$ cat config.mk
export PLATFORM = sky130hd
export DESIGN_NAME = face_match_tracker_flat
export DESIGN_NICKNAME = d
export VERILOG_FILES = /design/src/rtl/face_match_tracker_if.sv /design/src/rtl/face_match_tracker.sv /design/src/flat_wrapper.sv
export SDC_FILE = /design/constraint.sdc
export NUM_CORES = 1
export LEC_CHECK = 0
export ABC_AREA = 1
export CAP_MARGIN = 30
export CORE_UTILIZATION = 53
export CTS_CLUSTER_DIAMETER = 150
export DETAILED_ROUTE_END_ITERATION = 12
export GPL_ROUTABILITY_DRIVEN = 0
export PLACE_DENSITY = 0.91
export SLEW_MARGIN = 30
export SYNTH_ARGS = -nofsm -noshare
export SYNTH_HDL_FRONTEND = slang
export SYNTH_SLANG_ARGS = --single-unit
$ cat constraint.sdc
create_clock -name Bus2IP_Clk -period 2.7 [get_ports Bus2IP_Clk]
set_input_delay 0.54 -clock Bus2IP_Clk [delete_from_list [all_inputs] [get_ports Bus2IP_Clk]]
set_output_delay 0.54 -clock Bus2IP_Clk [all_outputs]
set_load 0.05 [all_outputs]
$ cat src/rtl/face_match_tracker_if.sv
// Bus between the SAD datapath/control logic and face_match_tracker:
// candidate stream and SAD in, best-match result and status out.
interface face_match_tracker_if #(
  parameter int COORD_W = 10,
  parameter int CNT_W   = 20,
  parameter int SAD_W   = 32
);
  logic               start;
  logic [CNT_W-1:0]   num_cand;
  logic               cand_valid;
  logic [COORD_W-1:0] cand_x;
  logic [COORD_W-1:0] cand_y;
  logic [SAD_W-1:0]   sad;
  logic               busy;
  logic               done;
  logic [SAD_W-1:0]   best_sad;
  logic [COORD_W-1:0] best_x;
  logic [COORD_W-1:0] best_y;
  logic [CNT_W-1:0]   res_count;

  modport master (
    output start, num_cand, cand_valid, cand_x, cand_y, sad,
    input  busy, done, best_sad, best_x, best_y, res_count
  );

  modport slave (
    input  start, num_cand, cand_valid, cand_x, cand_y, sad,
    output busy, done, best_sad, best_x, best_y, res_count
  );
endinterface

$ cat src/rtl/face_match_tracker.sv
// Follows the SAD unit: delays candidate coordinates to line up with each sad
// result and keeps the minimum SAD and its position over one scan.
module face_match_tracker #(
  parameter int PIPE_LAT = 4,
  parameter int COORD_W  = 10,
  parameter int CNT_W    = 20,
  parameter int SAD_W    = 32
) (
  input  logic Bus2IP_Clk,
  input  logic Bus2IP_Reset,
  face_match_tracker_if.slave bus
);

  typedef enum logic [1:0] {IDLE, SCAN, DONE} state_t;

  state_t             state_q, state_d;
  logic [CNT_W-1:0]   num_cand_q;
  logic [CNT_W-1:0]   issue_cnt_q;
  logic [CNT_W-1:0]   res_count_q;
  logic [SAD_W-1:0]   best_sad_q;
  logic [COORD_W-1:0] best_x_q;
  logic [COORD_W-1:0] best_y_q;
  logic [PIPE_LAT-1:0] pipe_vld_q;
  logic [COORD_W-1:0] pipe_x_q [PIPE_LAT];
  logic [COORD_W-1:0] pipe_y_q [PIPE_LAT];
  logic               issue;
  logic               consume;
  logic               last_result;
  logic               better;

  assign better = bus.sad < best_sad_q;

  // A start pulse always wins over issue and consume in the same cycle.
  always_comb begin
    state_d     = state_q;
    issue       = 1'b0;
    consume     = 1'b0;
    last_result = 1'b0;
    if (state_q == SCAN && !bus.start) begin
      issue       = bus.cand_valid && (issue_cnt_q < num_cand_q);
      consume     = pipe_vld_q[PIPE_LAT-1];
      last_result = consume && (res_count_q + CNT_W'(1) == num_cand_q);
    end
    if (bus.start) begin
      state_d = (bus.num_cand != '0) ? SCAN : DONE;
    end else if (last_result) begin
      state_d = DONE;
    end
  end

  always_ff @(posedge Bus2IP_Clk) begin
    if (Bus2IP_Reset) begin
      state_q     <= IDLE;
      num_cand_q  <= '0;
      issue_cnt_q <= '0;
      res_count_q <= '0;
      best_sad_q  <= '1;
      best_x_q    <= '0;
      best_y_q    <= '0;
      pipe_vld_q  <= '0;
    end else begin
      state_q <= state_d;
      if (bus.start) begin
        num_cand_q  <= bus.num_cand;
        issue_cnt_q <= '0;
        res_count_q <= '0;
        best_sad_q  <= '1;
        best_x_q    <= '0;
        best_y_q    <= '0;
        pipe_vld_q  <= '0;
      end else begin
        pipe_vld_q <= {pipe_vld_q[PIPE_LAT-2:0], issue};
        if (issue) begin
          issue_cnt_q <= issue_cnt_q + CNT_W'(1);
        end
        // Strict compare keeps the earliest candidate on ties.
        if (consume) begin
          res_count_q <= res_count_q + CNT_W'(1);
          if (better) begin
            best_sad_q <= bus.sad;
            best_x_q   <= pipe_x_q[PIPE_LAT-1];
            best_y_q   <= pipe_y_q[PIPE_LAT-1];
          end
        end
      end
    end
  end

  // Coordinates are qualified by pipe_vld_q, so they need no reset.
  always_ff @(posedge Bus2IP_Clk) begin
    pipe_x_q[0] <= bus.cand_x;
    pipe_y_q[0] <= bus.cand_y;
    for (int i = 1; i < PIPE_LAT; i++) begin
      pipe_x_q[i] <= pipe_x_q[i-1];
      pipe_y_q[i] <= pipe_y_q[i-1];
    end
  end

  assign bus.busy      = (state_q == SCAN);
  assign bus.done      = (state_q == DONE);
  assign bus.best_sad  = best_sad_q;
  assign bus.best_x    = best_x_q;
  assign bus.best_y    = best_y_q;
  assign bus.res_count = res_count_q;

endmodule

$ cat src/flat_wrapper.sv
// flat-port wrapper written by rule: the top's interface ports become plain ports
module face_match_tracker_flat 
#(
  parameter int PIPE_LAT = 4,
  parameter int COORD_W  = 10,
  parameter int CNT_W    = 20,
  parameter int SAD_W    = 32
)
  (Bus2IP_Clk, Bus2IP_Reset, bus_start, bus_num_cand, bus_cand_valid, bus_cand_x, bus_cand_y, bus_sad, bus_busy, bus_done, bus_best_sad, bus_best_x, bus_best_y, bus_res_count);
  face_match_tracker_if #(.COORD_W(COORD_W), .CNT_W(CNT_W), .SAD_W(SAD_W)) bus_i ();
  input  logic Bus2IP_Clk;
  input  logic Bus2IP_Reset;
  input wire logic [$bits(bus_i.start)-1:0] bus_start;
  input wire logic [$bits(bus_i.num_cand)-1:0] bus_num_cand;
  input wire logic [$bits(bus_i.cand_valid)-1:0] bus_cand_valid;
  input wire logic [$bits(bus_i.cand_x)-1:0] bus_cand_x;
  input wire logic [$bits(bus_i.cand_y)-1:0] bus_cand_y;
  input wire logic [$bits(bus_i.sad)-1:0] bus_sad;
  output wire logic [$bits(bus_i.busy)-1:0] bus_busy;
  output wire logic [$bits(bus_i.done)-1:0] bus_done;
  output wire logic [$bits(bus_i.best_sad)-1:0] bus_best_sad;
  output wire logic [$bits(bus_i.best_x)-1:0] bus_best_x;
  output wire logic [$bits(bus_i.best_y)-1:0] bus_best_y;
  output wire logic [$bits(bus_i.res_count)-1:0] bus_res_count;
  assign bus_i.start = bus_start;
  assign bus_i.num_cand = bus_num_cand;
  assign bus_i.cand_valid = bus_cand_valid;
  assign bus_i.cand_x = bus_cand_x;
  assign bus_i.cand_y = bus_cand_y;
  assign bus_i.sad = bus_sad;
  assign bus_busy = bus_i.busy;
  assign bus_done = bus_i.done;
  assign bus_best_sad = bus_i.best_sad;
  assign bus_best_x = bus_i.best_x;
  assign bus_best_y = bus_i.best_y;
  assign bus_res_count = bus_i.res_count;
  face_match_tracker #(.PIPE_LAT(PIPE_LAT), .COORD_W(COORD_W), .CNT_W(CNT_W), .SAD_W(SAD_W)) u_core (.Bus2IP_Clk(Bus2IP_Clk), .Bus2IP_Reset(Bus2IP_Reset), .bus(bus_i));
endmodule
* Word level (Yosys, flattened, before mapping)
Memories as Yosys holds them, arrays and structs flattened. A register that Yosys moved wholly into a read port is not among the register bits.
Index checks and enable logic that the tools add are counted.
** Storage, ports and cells
- Output and inout bits :: 74
- ROM bits :: 0
- Memories kept :: 2
- Flip-flop bits (word level) :: 98
- Bits in latches :: 0
- Memory bits (writable) :: 80
** Cells by class
- $add $sub $neg :: 2
- $mul :: 0
- Shift operators :: 0
- Reductions and logical operators :: 8
- Bitwise gates (word level) :: 0
- Equal/unequal tests :: 3
- Magnitude comparators :: 2
- Div/mod/pow operators :: 0
- Mux-type cells :: 6
** Memory list
- u_core.pipe_x_q :: words 4, width 10, read ports 4, clocked after Yosys merged registers in 1, wr ports 4, RTL line face_match_tracker.sv:24 : logic [COORD_W-1:0] pipe_x_q [PIPE_LAT];
- u_core.pipe_y_q :: words 4, width 10, read ports 4, clocked after Yosys merged registers in 1, wr ports 4, RTL line face_match_tracker.sv:25 : logic [COORD_W-1:0] pipe_y_q [PIPE_LAT];
** Operator list (count)
- $add A20 B1 Y20 const B :: 2
- $lt A32 B32 Y1 :: 1
- $eq A20 B20 Y1 :: 1
- $lt A20 B20 Y1 :: 1
- $reduce_bool A20 Y1 :: 1
- $mux W2 :: 3
- $logic_and A1 B1 Y1 :: 3
- $mux W1 :: 3
- $eq A2 B1 Y1 const B :: 1
- $eq A2 B2 Y1 const B :: 1
- $reduce_and A2 Y1 :: 1
- $reduce_bool A2 Y1 :: 1
- $reduce_or A2 Y1 :: 1
- $logic_not A1 Y1 :: 1

* Logic depth before layout (Yosys ltp)
- Depth after elaboration :: 6
- Gate-level depth with buffers :: 15

* Least setup slack after synthesis
OpenSTA, ideal clock, no wires.
- Path type :: reg-to-reg
- Start :: register u_core.state_q[0]
- End :: register u_core.best_sad_q[10], in the netlist u_core.bus.best_sad[10]
- Arrival :: 2.206 ns
- Cell stages (with the launch flop) :: 11
- Required time :: 2.566 ns
- Buffers on the path :: 1
- Path slack :: 0.360 ns
- Clock period less this slack :: 2.340 ns
- Library setup time :: 0.134 ns
- Cells stage by stage :: dfxtp_1 -> inv_1 -> nor2_1 -> nand2_1 -> nor2_2 -> o2111ai_1 -> nor2_4 -> nand2_2 -> buf_2 -> nand2_1 -> nand3_1
** On the way
- Cells in the longest elaborated chain, start to end :: 4
** RTL lines
- from (decl) :: RTL line face_match_tracker.sv:16 : state_t state_q, state_d;
- from (signal assigned) :: RTL line face_match_tracker.sv:62 : state_q <= state_d;
- $eq A2 B1 Y1
- via bus_busy :: RTL line flat_wrapper.sv:19 : output wire logic [$bits(bus_i.busy)-1:0] bus_busy;
- $logic_and A1 B1 Y1 :: RTL line face_match_tracker.sv:39 : if (state_q == SCAN && !bus.start) begin
- $mux W1 :: RTL line face_match_tracker.sv:39
- $reduce_and A2 Y1 (no line)
- to (signal assigned) :: RTL line face_match_tracker.sv:80 : best_sad_q <= bus.sad;
- to (decl) :: RTL line face_match_tracker.sv:20 : logic [SAD_W-1:0] best_sad_q;
The timed path passes the listed nets, and every way through them passes these cells.
A chain may end at the register's enable or synchronous reset.

* Worst setup path after layout
- Start :: register u_core.num_cand_q[7]
- End :: register u_core.issue_cnt_q[2]
** On the way
- Cells in the longest elaborated chain, start to end :: 3
** RTL lines
- from (decl) :: RTL line face_match_tracker.sv:17 : logic [CNT_W-1:0] num_cand_q;
- from (signal assigned) :: RTL line face_match_tracker.sv:64 : num_cand_q <= bus.num_cand;
- $lt A20 B20 Y1 :: RTL line face_match_tracker.sv:40 : issue = bus.cand_valid && (issue_cnt_q < num_cand_q);
- $logic_and A1 B1 Y1 :: RTL line face_match_tracker.sv:40
- $mux W1 :: RTL line face_match_tracker.sv:39
- to (signal assigned) :: RTL line face_match_tracker.sv:74 : issue_cnt_q <= issue_cnt_q + CNT_W'(1);
- to (decl) :: RTL line face_match_tracker.sv:18 : logic [CNT_W-1:0] issue_cnt_q;
No other way between the ends.

==> flow_metrics.env <==
export IMPL_placement_io_buffers=149
export IMPL_synth_most_common_cell="nand2_1"
export IMPL_drtIter0Drc=755
export IMPL_yosysWarnings=0
export IMPL_drive_gt1_frac=0.0597
export IMPL_met2_usage=0.446
export IMPL_cap_violations=0
export IMPL_hold_path_class="register to register"
export IMPL_grt_max_degree=59
export IMPL_yosysTopAreaCellShare=0.474
export IMPL_min_period_over_period=0.893
export IMPL_grt_total_usage=0.263
export IMPL_firstDrtPassIters=5
export IMPL_cp_max_fo=13
export IMPL_clk_path_buf_depth=2
export IMPL_worstSkewPairLatency_ns=0.45
export IMPL_final_setup_skew_ns=0.0107
export IMPL_async_flop_share=0
export IMPL_max_freq_ghz=0.415
export IMPL_synth_seq_cells=198
export IMPL_layout_min_cycle_time_ns=2.41
export IMPL_n_antenna_cell=0
export IMPL_stdcell_count=1418
export IMPL_avgRoutedWirePerCell_um=14.8
export IMPL_power_leakage_uw=0.00474
export IMPL_synth_main_ff_cell="dfxtp_1"
export IMPL_synth_edff_count=0
export IMPL_hold_viol_final=0
export IMPL_synth_area_sq_mm=0.00836
export IMPL_path_cells="inv_1 > ha_1 > a21oi_1 > o21a_1 > nor2_1 > o21ai_0 > nand3_1 > nor2_1 > nand2_1 > inv_1 > buf_12 > nand2_1 > nand2_1 > nand2_1 > nor2_1"
export IMPL_numCtsBuffers=17
export IMPL_drt_wl_total_um=21000
export IMPL_fin_util=0.702
export IMPL_fin_nets=1322
export IMPL_hpwlAfterDp_um=15100
export IMPL_die_width_um=128
export IMPL_cp_end_kind="register"
export IMPL_place_inst=1386
export IMPL_startpoint_type="register"
export IMPL_worstPathArrival_ns=2.80
export IMPL_htreeDepth=4
export IMPL_synthCells=1046
export IMPL_cts_hold_buffers=0
export IMPL_tightest_slew_ns=0.634
export IMPL_antenna_found_initial=0
export IMPL_synth_avg_cell_area_sq_um=7.99
export IMPL_slew_violations=0
export IMPL_core_rowCount=45
export IMPL_cp_required_ns=3.09
export IMPL_top_usage_layer="met2"
export IMPL_ios=150
export IMPL_total_power_uw=6000
export IMPL_power_density_mw_per_mm2=558
export IMPL_num_vias=7751
export IMPL_criticalPathCategory="register to register"
export IMPL_seq_area_frac_synth=0.474
export IMPL_tritoncts="done"
export IMPL_multi_input_area_sq_mm=0.00375
export IMPL_drt_drc_violations_left=0
export IMPL_synth_area_leaders="dfxtp_1 47%, nand2_1 9.4%, nand3_1 8.2%"
export IMPL_root_buffer="clkbuf_16"
export IMPL_ys_types=34
export IMPL_core_sq_mm=0.0153
export IMPL_ant_nets=0
export IMPL_max_stage_delay_ns=0.39
export IMPL_status="finished clean"
export IMPL_placed_cell_area_sq_mm=0.0101
export IMPL_grt_pass1_vias=7378
export IMPL_grt_pass1_wl_um=33900
export IMPL_clk_pin_slew_ns=0.08
export IMPL_ys_top_cells_by_count="210 x nand2_1, 198 x dfxtp_1, 137 x nand3_1, 128 x inv_1, 99 x a21oi_1"
export IMPL_finalHoldWorstSlack_ns=0.328
export IMPL_setup_viol=0
export IMPL_clock_sinks=198
export IMPL_slew_headroom=0.577
export IMPL_cts_resized=0
export IMPL_synth_top_cell_by_area="dfxtp_1"
export IMPL_cts_setup_buffers=0
export IMPL_syn_nets=1174
export IMPL_vias_per_cell=5.47
export IMPL_grtUsageMet1=0.315
export IMPL_final_area_sq_mm=0.0107
export IMPL_slowest_stage="dfxtp_1"
export IMPL_use_met3=0.0519
export IMPL_crit_top_cell="nand2_1"
export IMPL_die_area_sq_mm=0.0163
export IMPL_start_util=0.546
export IMPL_syn_to_final_growth_pct=28.5
export IMPL_ir_drop_uv=551
export IMPL_ff_latch_area_sq_mm=0.00396
export IMPL_die_h_um=128
export IMPL_gr_total_overflow=0
export IMPL_rsz0062_at_grt="false"
export IMPL_nFillCells=1144
placed cells by master (no fill, tap or decap), types with 7 or more instances in the layout:
cell type,count
nor2_4,7
clkbuf_16,17
nand2_1,210
xnor2_1,7
nand4_1,13
dfxtp_1,198
xor2_1,9
o211ai_1,7
buf_4,14
clkdlybuf4s50_1,149
nand3_1,137
inv_1,128
ha_1,52
nor2_1,43
o21ai_0,50
nor4_1,7
a21oi_1,99
nor3_1,14
per-layer routing:
layer	up-vias	part of all wire
met3	74	0.068
li1	3737	-
met2	372	0.49
met1	3568	0.41
met4	0	0.037
met5	-	0
cells by family (layout without fill, tap and decap cells):
kind of cell             Yosys count  in the layout  share of synthesized area
XOR/XNOR                          19             19                     0.0249
AND/OR/NAND/NOR                  445            445                      0.242
adder cells (fa/ha/maj)           52             52                     0.0778
buffers and inverters            168            329                     0.0784
flip-flops                       198            198                      0.474
AO/OA/AOI/OAI                    164            164                      0.103
metrics by stage:
stage          TNS, ns  setup slack, ns
2_1_floorplan        0            0.360
3_3_place_gp         0           0.0210
3_5_place_dp     -1.66           -0.125
4_1_cts              0            0.321
5_1_grt              0            0.110
6_report             0            0.289
area by class of cell:
class,count,area share
Clock inverter,14,0.0170
Clock buffer,18,0.0409
Tap cell,211,0.0246
Multi-Input combinational cell,680,0.349
Sequential cell,198,0.369
Timing Repair Buffer,166,0.154
Inverter,131,0.0458
sequential cells by signal (all words and copies together) (netlist names):
name / cells
u_core.state_q: 2
u_core.bus.best_sad: 32
u_core.pipe_x_q: 40
u_core.bus.best_y: 10
u_core.pipe_vld_q: 4
u_core.bus.res_count: 20
u_core.issue_cnt_q: 20
u_core.num_cand_q: 20
u_core.bus.best_x: 10
u_core.pipe_y_q: 40
critical path, delay by kind of cell, from the launching register on:
family                     cells  cell delay (ns)
DFF                            1             0.39
and+or+nand+nor                8             0.61
adders and majority gates      1             0.30
AOI/OAI and AO/OA              3             0.53
buffers and inverters          3             0.53
power by group:
part	switching [uW]	internal, uW
Sequential	31.7	3000
Clock	1310	1310
Combinational	174	167
Total	1520	4480
path summary, 6_finish.rpt:
kind / start / slack [ns] / endpoint / depth (start not counted)
setup / recovery: u_core.num_cand_q[7] / 0.29 / u_core.issue_cnt_q[2] / 15
hold / removal: u_core.pipe_x_q[2][9] / 0.33 / u_core.pipe_x_q[3][9] / 0
setup reg to reg: u_core.num_cand_q[7] / 0.29 / u_core.issue_cnt_q[2] / 15
hold reg to reg: u_core.pipe_x_q[2][9] / 0.33 / u_core.pipe_x_q[3][9] / 0
(Power assumes the default switching activity.)
==> RTL change 1 (same flow settings) <==
`SAD_W` is set to 32 in 3 places; all go to 16.
--- a/src/rtl/face_match_tracker_if.sv
+++ b/src/rtl/face_match_tracker_if.sv
@@ -5,3 +5,3 @@
   parameter int CNT_W   = 20,
-  parameter int SAD_W   = 32
+  parameter int SAD_W   = 16
 );
--- a/src/rtl/face_match_tracker.sv
+++ b/src/rtl/face_match_tracker.sv
@@ -6,3 +6,3 @@
   parameter int CNT_W    = 20,
-  parameter int SAD_W    = 32
+  parameter int SAD_W    = 16
 ) (
--- a/src/flat_wrapper.sv
+++ b/src/flat_wrapper.sv
@@ -6,3 +6,3 @@
   parameter int CNT_W    = 20,
-  parameter int SAD_W    = 32
+  parameter int SAD_W    = 16
 )
Interface: changed (resized bus_best_sad and bus_sad); port bits go from 150 to 118. No check against the original RTL was run, so the function may have changed too.
==> RTL change 1 against the unedited design <==
Total power decreased by 8.0%. Sequential cell count decreased by 16. Clock power decreased by 7.6%. Synthesized area decreased by 12%. Worst setup slack improved by 0.087 ns. Combinational power decreased by 13%. Sequential share of layout area increased by 2.1 points. Final area decreased by 13%. Routed wire length decreased by 11%. Final cell count decreased by 15%. Via count decreased by 14%. Critical path type is now register to output port. Critical endpoint is now bus_res_count[3]. Largest cell class unchanged. Largest power group unchanged. Highest routed layer unchanged.
==> RTL change 1: results (changes against the unedited design) <==
Finish
  • Clock network area share: 6.217% (+0.43 points)
  • Layout cells sized above 1: 6.873% (+0.91 points)
  • Sequential cell area share: 39.01% (+2.1 points)
  • Signal inverters: 105 (-20%)
  • Non-clock buffer total of the final layout: 130 (-22%)
  • Fillers: 941 (-18%)
  • Fin nets: 1,117 (-16%)
  • Fraction of area in multi-input gates: 34.34% (-0.53 points)
  • Signal buf overhead: 13.85% (-1.6 points)

Routing
  • Iter 0 DRT Violations: 715 (-5.3%)
  • Routed WL: 18,750 um (-11%)
  • Met2 WL: 9548 um (-6.5%)
  • Wire length on met3: 1113 um (-23%)
  • WL met1: 7211 um (-16%)
  • Drt wl/cell: 15.51 um (+4.8%)

Synth
  • Avg Cell Area, Syn: 8.165 um^2 (+2.2%)
  • Xor/xnor cell area share of the yosys netlist: 2.333% (-0.15 points)
  • Syn_nets: 996 (-15%)
  • Sequential share of the synthesized area: 49.58% (+2.2 points)
  • Top cells by area, synth: dfxtp_1 (50%), nand2_1 (8.6%), ha_1 (6.1%), inv_1 (5.2%), a21oi_1 (4.8%)
  • Most frequent cells after synthesis: dfxtp_1 (182), nand2_1 (168), inv_1 (101)

Critical path
  • Slowest stage delay, CP: 0.87 ns (+0.48 ns)
  • Worst R2R End: u_core.state_q[1]$_SDFFE_PP0P_
  • CP Capture Point: bus_res_count[3]
  • CP max FO: 7 (-6)
  • Crit. Startpoint: u_core.bus.res_count[3]$_SDFFE_PP0P_
  • FF-to-FF Start: u_core.bus.res_count[0]$_SDFFE_PP0P_
  • Reg2reg setup slack: 0.40 ns (+0.11 ns)
  • Cell count of the worst reg-to-reg path: 13 (-2)
  • Slowest CP cell: clkdlybuf4s50_1
  • Arrival time of the worst setup path: 1.78 ns (-1.02 ns)

Global routing
  • First-pass GRT wire length: 30,640 um (-9.5%)
  • Met3 global-route usage: 5.656% (+0.46 points)
  • Met1 usage: 29.90% (-1.6 points)
  • Pin count of the biggest net entering global routing: 31 (-47%)
  • GRT Resource Usage Total: 27.39% (+1.1 points)

Outcome
  • Status: finished clean

Power
  • P_sw: 1371 uW (-9.8%)
  • Lkg Pwr: 0.003970 uW (-16%)
  • Max VDD drop: 0.0006023 V (+9.4%)

Place
  • Port bufs: 117 (-21%)
  • Placed cell count: 1,178 (-15%)
  • HPWL Detailed: 13,070 um (-14%)

STA
  • Worst Skew: 0.009128 ns (-0.001542 ns)
  • Worst Tran Pin Value: 0.6446 ns (+0.01062 ns)

Clock network
  • Sink Count: 182 (-8.1%)

Hold path
  • Hold Crit Start: u_core.pipe_x_q[2][6]$_DFF_P_
==> RTL change 1: cell types whose count changed after synthesis, moves of 4 or more <==
cell,unedited run,this run
nand3_1,137,52
nand2_1,210,168
nor2_1,44,80
a21oi_1,99,71
inv_1,128,101
o21ai_0,50,68
dfxtp_1,198,182
ha_1,52,36
o211ai_1,7,20
buf_2,11,5
nand4_1,13,19
nor2_4,6,2
==> RTL change 1: stage by stage <==
step	power [uW]	setup WS, ns	hold WS (ns)	instance area (um^2)
6_report	5518	0.3759	0.3277	9339
5_1_grt	5681	0.2136	0.3313	9339
4_1_cts	5532	0.3770	0.3280	9339
3_5_place_dp	3151	0.1180	0.3121	8758
3_3_place_gp	3131	0.1048	0.3102	8758
2_1_floorplan	2991	0.5003	0.3096	7348
==> RTL change 1: power by group through the flow <==
stage	registers (uW)	logic, uW	clock network (uW)
2_1_floorplan	2850	141	0
3_3_place_gp	2860	274	0
3_5_place_dp	2860	286	0
4_1_cts	2810	291	2440
5_1_grt	2810	322	2550
6_report	2810	295	2420
==> RTL change 2 (same flow settings) <==
Made on the original files. Re-encode `state_t` (3 states) as one-hot, 3 bits wide.
--- a/src/rtl/face_match_tracker.sv
+++ b/src/rtl/face_match_tracker.sv
@@ -13,3 +13,3 @@
 
-  typedef enum logic [1:0] {IDLE, SCAN, DONE} state_t;
+  typedef enum logic [2:0] {IDLE = 3'b001, SCAN = 3'b010, DONE = 3'b100} state_t;
 
Function: same outputs for any inputs over 10 cycles, from zero or initial values and one cycle with Bus2IP_Reset high; not proved beyond that.
==> RTL change 2 against the unedited design <==
Total power grew 3.1%. Critical path type is now register to output port. Worst setup slack gained 0.023 ns. Maximum frequency grew 0.96%. Sequential cell count grew 1. Synthesized area grew 1.4%. First-iteration DRC count grew 11%. Final area grew 1.4%. Critical path depth shrank 11. Final cell count grew 1.8%. Routed wire length grew 4.1%.
==> RTL change 2: results (changes against the unedited design) <==
Finish
  • Finished layout cell area: 10,890 um^2 (+1.4%)
  • Signal inverters: 129 (-1.5%)
  • FF/Latch Area: 3984 um^2 (+0.51%)
  • Filler-free cell count of the finished design: 1,443 (+1.8%)
  • #MultiIn Comb: 707 (+4.0%)
  • Fin nets: 1,347 (+1.9%)
  • Non-clock buffer total of the final layout: 165 (-0.60%)
  • Fillers: 1,126 (-1.6%)

Global routing
  • First-pass GRT wire length: 35,240 um (+4.1%)
  • Vias in the first global route: 7,461 (+1.1%)
  • Met1 usage: 31.78% (+0.31 points)
  • GRT Resource Usage Total: 27.35% (+1.1 points)
  • Met2 Use GR: 47.03% (+2.4 points)

Synth
  • Syn_nets: 1,201 (+2.3%)
  • Top cells by area, synth: dfxtp_1 (47%), nand2_1 (10%), nand3_1 (8.7%), ha_1 (7.7%), a21oi_1 (5.7%)
  • Most frequent cells after synthesis: nand2_1 (226), dfxtp_1 (199), nand3_1 (147)
  • Sequential share of the synthesized area: 47.00% (-0.43 points)

Place
  • Placed Area: 10,210 um^2 (+0.89%)
  • HPWL Detailed: 15,550 um (+2.7%)
  • Setup WS pre-CTS: -0.006667 ns (+0.1178 ns)

Critical path
  • Arrival time of the worst setup path: 1.85 ns (-0.95 ns)
  • CP max FO: 2 (-11)

Outcome
  • Status: finished clean

Power
  • Lkg Pwr: 0.004794 uW (+1.1%)
  • P_sw: 1649 uW (+8.5%)
  • P_clk: 2790 uW (+6%)

Routing
  • Iter 0 DRT Violations: 841 (+11%)
  • Vias per inst: 5.481 (+0.27%)
  • Drt pass-1 iters: 6 (+1)

STA
  • Worst relative slew slack: 56.65% (-1.1 points)
-- RTL change 2: cell types whose count changed in the layout (fill, tap and decap cells not counted), moves of 4 or more --
cell | before | now
nand4_1 | 13 | 19
inv_8 | 6 | 1
nand3_1 | 137 | 147
nand2_1 | 210 | 226
inv_12 | 3 | 7
a31oi_1 | 0 | 4
-- RTL change 2: per-layer routing --
metal | vias up | wire length (um)
li1 | 3855 | -
met1 | 3614 | 8831
met2 | 365 | 10660
met3 | 75 | 1329
met4 | 0 | 1024
met5 | - | 0
-- RTL change 2: worst max-delay path, cell delays in order (launching register included) --
cell and delay (ns):
dfxtp_1 0.31, inv_1 0.08, nand2_1 0.05, nor2_1 0.09, clkdlybuf4s50_1 0.86
-- RTL change 2: kinds of logic after synthesis --
family	count (synthesis)	synth area share, %
AO/OA/AOI/OAI	162	10.18
XOR/XNOR	16	1.653
adder cells (fa/ha/maj)	52	7.675
buffers and inverters	167	7.749
flip-flops	199	47.00
AND/OR/NAND/NOR	477	25.74
-- RTL change 2: worst paths after layout --
path | startpoint | to | slack, ns | cells past startpoint
worst max-delay path | u_core.state_q[1]$_SDFFE_PP0P_ | bus_done | 0.31 | 4
worst min-delay path | u_core.pipe_x_q[1][3]$_DFF_P_ | u_core.pipe_x_q[2][3]$_DFF_P_ | 0.33 | 0
worst max register to register | u_core.num_cand_q[17]$_SDFFE_PP0P_ | u_core.issue_cnt_q[2]$_SDFFE_PP0P_ | 0.40 | 13
worst min register to register | u_core.pipe_x_q[1][3]$_DFF_P_ | u_core.pipe_x_q[2][3]$_DFF_P_ | 0.33 | 0
-- RTL change 2: what timing repair did --
action / in CTS / in global routing
setup endpoints to repair: 0 / 2
setup buffers: 0 / 0
gates resized for setup: 0 / 1
